===== src/rtl/secuenciador_motores.sv =====
`default_nettype none
// ============================================================================
// secuenciador_motores : runs the R, G, B dispensing motors one at a time.
// Rev 1.0
// ============================================================================
module secuenciador_motores #(
  parameter int CICLOS_UNIDAD = 33_333,
  parameter int PAUSA         = 1_000
) (
  input  logic       clk,
  input  logic       rst,
  input  logic       enter,
  input  logic       cancel,
  input  logic [4:0] R,
  input  logic [4:0] G,
  input  logic [4:0] B,
  output logic       motor_R,
  output logic       motor_G,
  output logic       motor_B,
  output logic       busy,
  output logic       done,
  output logic       cancelado,
  output logic       error
);

  localparam int PRE_W = (CICLOS_UNIDAD > 1) ? $clog2(CICLOS_UNIDAD) : 1;
  localparam int PAU_W = (PAUSA > 1) ? $clog2(PAUSA) : 1;
  localparam logic [PRE_W-1:0] PRE_MAX = PRE_W'(CICLOS_UNIDAD - 1);
  localparam logic [PAU_W-1:0] PAU_MAX = PAU_W'(PAUSA - 1);

  typedef enum logic [2:0] {
    IDLE    = 3'd0,
    RUN_R   = 3'd1,
    PAUSA_R = 3'd2,
    RUN_G   = 3'd3,
    PAUSA_G = 3'd4,
    RUN_B   = 3'd5,
    PAUSA_B = 3'd6,
    DONE    = 3'd7
  } state_t;

  state_t           state_q, state_d;
  logic [PRE_W-1:0] pre_q, pre_d;
  logic [PAU_W-1:0] pau_q, pau_d;
  logic [3:0]       lvl_q, lvl_d;
  logic [3:0]       lr_q, lr_d, lg_q, lg_d, lb_q, lb_d;
  logic             cancelado_q, cancelado_d;
  logic             error_q, error_d;
  logic             load;

  // First channel, in R-G-B order, that still has work; DONE if none.
  function automatic state_t pick(input logic use_r, input logic use_g, input logic use_b);
    if (use_r)      return RUN_R;
    else if (use_g) return RUN_G;
    else if (use_b) return RUN_B;
    else            return DONE;
  endfunction

  always_ff @(posedge clk) begin
    if (rst) begin
      state_q     <= IDLE;
      pre_q       <= '0;
      pau_q       <= '0;
      lvl_q       <= '0;
      lr_q        <= '0;
      lg_q        <= '0;
      lb_q        <= '0;
      cancelado_q <= 1'b0;
      error_q     <= 1'b0;
    end else begin
      state_q     <= state_d;
      pre_q       <= pre_d;
      pau_q       <= pau_d;
      lvl_q       <= lvl_d;
      lr_q        <= lr_d;
      lg_q        <= lg_d;
      lb_q        <= lb_d;
      cancelado_q <= cancelado_d;
      error_q     <= error_d;
    end
  end

  always_comb begin
    state_d     = state_q;
    pre_d       = pre_q;
    pau_d       = pau_q;
    lvl_d       = lvl_q;
    lr_d        = lr_q;
    lg_d        = lg_q;
    lb_d        = lb_q;
    cancelado_d = 1'b0;
    error_d     = 1'b0;
    load        = 1'b0;
    case (state_q)
      IDLE: begin
        if (enter && !cancel) begin
          if (R[4] | G[4] | B[4]) begin
            error_d = 1'b1;
          end else begin
            lr_d    = R[3:0];
            lg_d    = G[3:0];
            lb_d    = B[3:0];
            state_d = pick(|R[3:0], |G[3:0], |B[3:0]);
            load    = 1'b1;
          end
        end
      end
      RUN_R, RUN_G, RUN_B: begin
        // Prescaler counts one level unit; the level counter counts units.
        if (pre_q == PRE_MAX) begin
          pre_d = '0;
          if (lvl_q == 4'd1) begin
            lvl_d = '0;
            case (state_q)
              RUN_R:   state_d = PAUSA_R;
              RUN_G:   state_d = PAUSA_G;
              default: state_d = PAUSA_B;
            endcase
          end else begin
            lvl_d = lvl_q - 4'd1;
          end
        end else begin
          pre_d = pre_q + PRE_W'(1);
        end
      end
      PAUSA_R, PAUSA_G, PAUSA_B: begin
        if (pau_q == PAU_MAX) begin
          pau_d = '0;
          load  = 1'b1;
          case (state_q)
            PAUSA_R: state_d = pick(1'b0, |lg_q, |lb_q);
            PAUSA_G: state_d = pick(1'b0, 1'b0, |lb_q);
            default: state_d = DONE;
          endcase
        end else begin
          pau_d = pau_q + PAU_W'(1);
        end
      end
      DONE:    state_d = IDLE;
      default: state_d = IDLE;
    endcase

    if (load) begin
      case (state_d)
        RUN_R:   lvl_d = lr_d;
        RUN_G:   lvl_d = lg_d;
        RUN_B:   lvl_d = lb_d;
        default: lvl_d = '0;
      endcase
    end

    // Abort overrides everything, including the DONE cycle.
    if (cancel && (state_q != IDLE)) begin
      state_d     = IDLE;
      pre_d       = '0;
      pau_d       = '0;
      lvl_d       = '0;
      cancelado_d = 1'b1;
    end
  end

  assign motor_R   = (state_q == RUN_R);
  assign motor_G   = (state_q == RUN_G);
  assign motor_B   = (state_q == RUN_B);
  assign busy      = (state_q != IDLE);
  assign done      = (state_q == DONE);
  assign cancelado = cancelado_q;
  assign error     = error_q;

endmodule
`default_nettype wire


===== config.mk =====
export PLATFORM = sky130hd
export DESIGN_NAME = secuenciador_motores
export DESIGN_NICKNAME = d
export VERILOG_FILES = /design/src/rtl/secuenciador_motores.sv
export SDC_FILE = /design/constraint.sdc
export NUM_CORES = 1
export LEC_CHECK = 0
export CORE_ASPECT_RATIO = 1.2
export CORE_MARGIN = 2
export CORE_UTILIZATION = 50
export CTS_BUF_LIST = sky130_fd_sc_hd__clkbuf_2
export DETAILED_ROUTE_END_ITERATION = 12
export HOLD_SLACK_MARGIN = 0.05
export MAX_ROUTING_LAYER = met4
export PLACE_DENSITY = 0.85
export SYNTH_ARGS = -nofsm -noshare
export SYNTH_HDL_FRONTEND = slang
export SYNTH_SLANG_ARGS = --single-unit
export TNS_END_PERCENT = 20

===== constraint.sdc =====
create_clock -name clk -period 2 [get_ports clk]
set_clock_uncertainty 0.1 [all_clocks]
set_input_delay 0.6 -clock clk [delete_from_list [all_inputs] [get_ports clk]]
set_output_delay 0.6 -clock clk [all_outputs]
set_load 0.01 [all_outputs]

==> flow_summary.json <==
{
  "status": "finished, violations left",
  "violations": "negative setup slack",
  "max_clock_freq_mhz": 435,
  "synth_edf_count": 0,
  "rows": 27,
  "cts-root-buf": "clkbuf_2",
  "diodes": 0,
  "cts_made_buffers": 5,
  "hold_class": "reg -> reg",
  "cts.path.max_buffers": 2,
  "antenna_found_initial": 0,
  "grt_pass1_wl_um": 10500,
  "max_slew_margin": 0.735,
  "cts.htree.levels": 2,
  "dr.pass1.iters": 5,
  "r2r_start": "lb_q[2]$_SDFF_PP0_",
  "syn_area_um2": 2410,
  "wl_per_cell_um": 15.9,
  "num_vias": 2499,
  "insertion_delay_ns": 0.46,
  "yosysUniqueCellTypes": 52,
  "vias_per_cell": 5.62,
  "layout_common_cells": "buf_4, nor2_1, dfxtp_1",
  "fp.dieW_um": 67.3,
  "worstSetupEndpointType": "register",
  "critical_path_class": "reg -> reg",
  "power_leakage_nw": 1.53,
  "ys_ff_latch": 47,
  "die_h_um": 80.0,
  "synth.avg_cell_area_um2": 8.47,
  "hold_slack_ns": 0.383,
  "cts_tree": "done",
  "timing.final.ws_setup_ns": -0.296,
  "drive_above_1_share": 0.354,
  "synthFlopType": "dfxtp_1",
  "ff2ff_setup_slack_ns": -0.30,
  "final_common_cell": "buf_4",
  "syn_inst": 284,
  "gp_congestion": 0.848,
  "gr-total-overflow": 0,
  "slew_violations": 0,
  "p_per_area_nw_per_um2": 449,
  "grt.total_usage": 0.262,
  "wirelength_um": 7090,
  "drv_cap": 0,
  "area_growth_syn_to_layout_pct": 44.7,
  "r2r_end": "lvl_q[3]$_SDFFE_PP0P_",
  "rsz0062_at_grt": "yes",
  "cts_hold_buf": 0,
  "worstPathRequired_ns": 2.29,
  "start_util": 0.520,
  "holdPathEnd": "lr_q[0]$_SDFF_PP0_",
  "syn_nets": 308,
  "grt_pass1_vias": 2398,
  "postRouteAntennaNets": 0,
  "reg2reg_depth": 9,
  "fin_crit_sh": 1.15,
  "layout_min_cycle_time_ns": 2.30,
  "dr.first_iter.drc_count": 170,
  "whs_path_depth": 2,
  "synth.yosys.seq_area_share": 0.391,
  "pre_cts_slack_ns": -0.594,
  "final_hold_viol_count": 0,
  "core_um2": 4630,
  "grt_max_degree": 16,
  "ys_warn_count": 0,
  "dp_hpwl_um": 4500,
  "cts.sinks": 47,
  "timing.critical_path.from_type": "register",
  "post-route-util": 0.752,
  "io_buffers": 25,
  "hp-start": "lr_q[0]$_SDFF_PP0_",
  "worst_slew_pin_slew_ns": 0.394,
  "pin_count": 26,
  "crit_fanout": 6,
  "async_flop_share": 0,
  "ir_drop_mv": 0.445,
  "drc": 0,
  "clk_pin_slew_ns": 0.25,
  "die_area_um2": 5390,
  "cp.arrival_ns": 2.59,
  "finalNetCount": 410,
  "setup_viol": 10
}
## per-layer routing
layer,global-route usage,share of wire,up-vias
met5,-,0,-
met4,0.0918,0.027,0
met3,0.0522,0.047,19
met2,0.465,0.54,87
met1,0.285,0.39,1207
li1,-,-,1186
## cell families (layout without fill, tap and decap cells)
kind of cell / Yosys count / count (layout) / share of synthesized area
AOI/OAI and AO/OA: 50 / 50 / 0.131
xor gates and xnor gates: 19 / 19 / 0.0692
adders and majority gates: 5 / 5 / 0.0260
buffers and inverters: 20 / 123 / 0.0406
DFF: 47 / 47 / 0.391
muxes: 14 / 14 / 0.0588
and+or+nand+nor: 129 / 129 / 0.284
## sequential cells by signal, summed over array words and instances, names as in the netlist
| signal | count |
|---|---|
| lb_q | 4 |
| state_q | 3 |
| pau_q | 10 |
| cancelado | 1 |
| lg_q | 4 |
| pre_q | 16 |
| lr_q | 4 |
| lvl_q | 4 |
| error | 1 |
## power breakdown
part	internal, W	switching (W)
logic	0.000101	0.0000853
registers	0.000947	0.00000724
clock network	0.0000840	0.000339
total	0.00113	0.000431
## critical path: stages (launching register included)
cell	delay (ns)
dfxtp_1	0.37
or4_1	0.59
o21ai_1	0.15
a21o_1	0.14
a221o_1	0.24
a21boi_4	0.11
buf_4	0.16
nor3_1	0.16
a21oi_1	0.06
a21oi_1	0.17
## synth_stat cells (2+ instances only)
library cell  number  area [um^2]
a31oi_1            2         12.5
xnor2_1            5         43.8
nor2_1            41          154
or3_1              5         31.3
nor4_1             2         12.5
and3_1             6         37.5
xor2_1            14          123
mux2i_1           13          130
nand4_1            4         25.0
dfxtp_1           47          941
inv_1              9         33.8
and4_1             2         17.5
buf_2              3         15.0
nand2_1           31          116
ha_1               5         62.6
nor4_4             2         42.5
o21ai_0           13         65.1
nand2b_1           4         25.0
a21oi_1           23          115
buf_4              3         22.5
nand3_1            9         45.0
nor3_1             6         30.0
and2_1             2         12.5
clkbuf_1           4         15.0
nor2b_1            2         12.5
## timing repair
item,in CTS,in global routing
endpoints found under the setup margin,20,36
setup buffers,9,8
gates resized for setup,37,20
pin swaps,10,10
## area by class of cell
class                           instances  area (um^2)
Inverter                                9         33.8
Sequential cell                        47          958
Tap cell                               58         72.6
Clock buffer                            5         25.0
Timing Repair Buffer                  106          876
Multi-Input combinational cell        217         1500
Fill cell                             295         1150
Clock inverter                          3         20.0
## worst max-delay path by stage
stage / from / endpoint / cells past startpoint
finish: lb_q[2]$_SDFF_PP0_ / lvl_q[3]$_SDFFE_PP0P_ / 9
global route: lg_q[1]$_SDFF_PP0_ / lvl_q[3]$_SDFFE_PP0P_ / 9
CTS: lg_q[1]$_SDFF_PP0_ / lvl_q[0]$_SDFFE_PP0P_ / 8
detailed placement: B[4] / lvl_q[0]$_SDFFE_PP0P_ / 8
global placement: B[4] / lvl_q[3]$_SDFFE_PP0P_ / 8
floorplan: B[4] / lvl_q[0]$_SDFFE_PP0P_ / 8
## metrics by stage
stage          cells  power [W]  TNS [ns]  cell area, um^2
6_report         445    0.00156     -1.54             3480
5_1_grt          445    0.00163     -2.40             3480
4_1_cts          438    0.00154     -1.23             3350
3_5_place_dp     421    0.00114     -6.55             3210
3_3_place_gp     421    0.00113     -5.77             3210
2_1_floorplan    284    0.00104   -0.0846             2460
(Power assumes the default switching activity.)
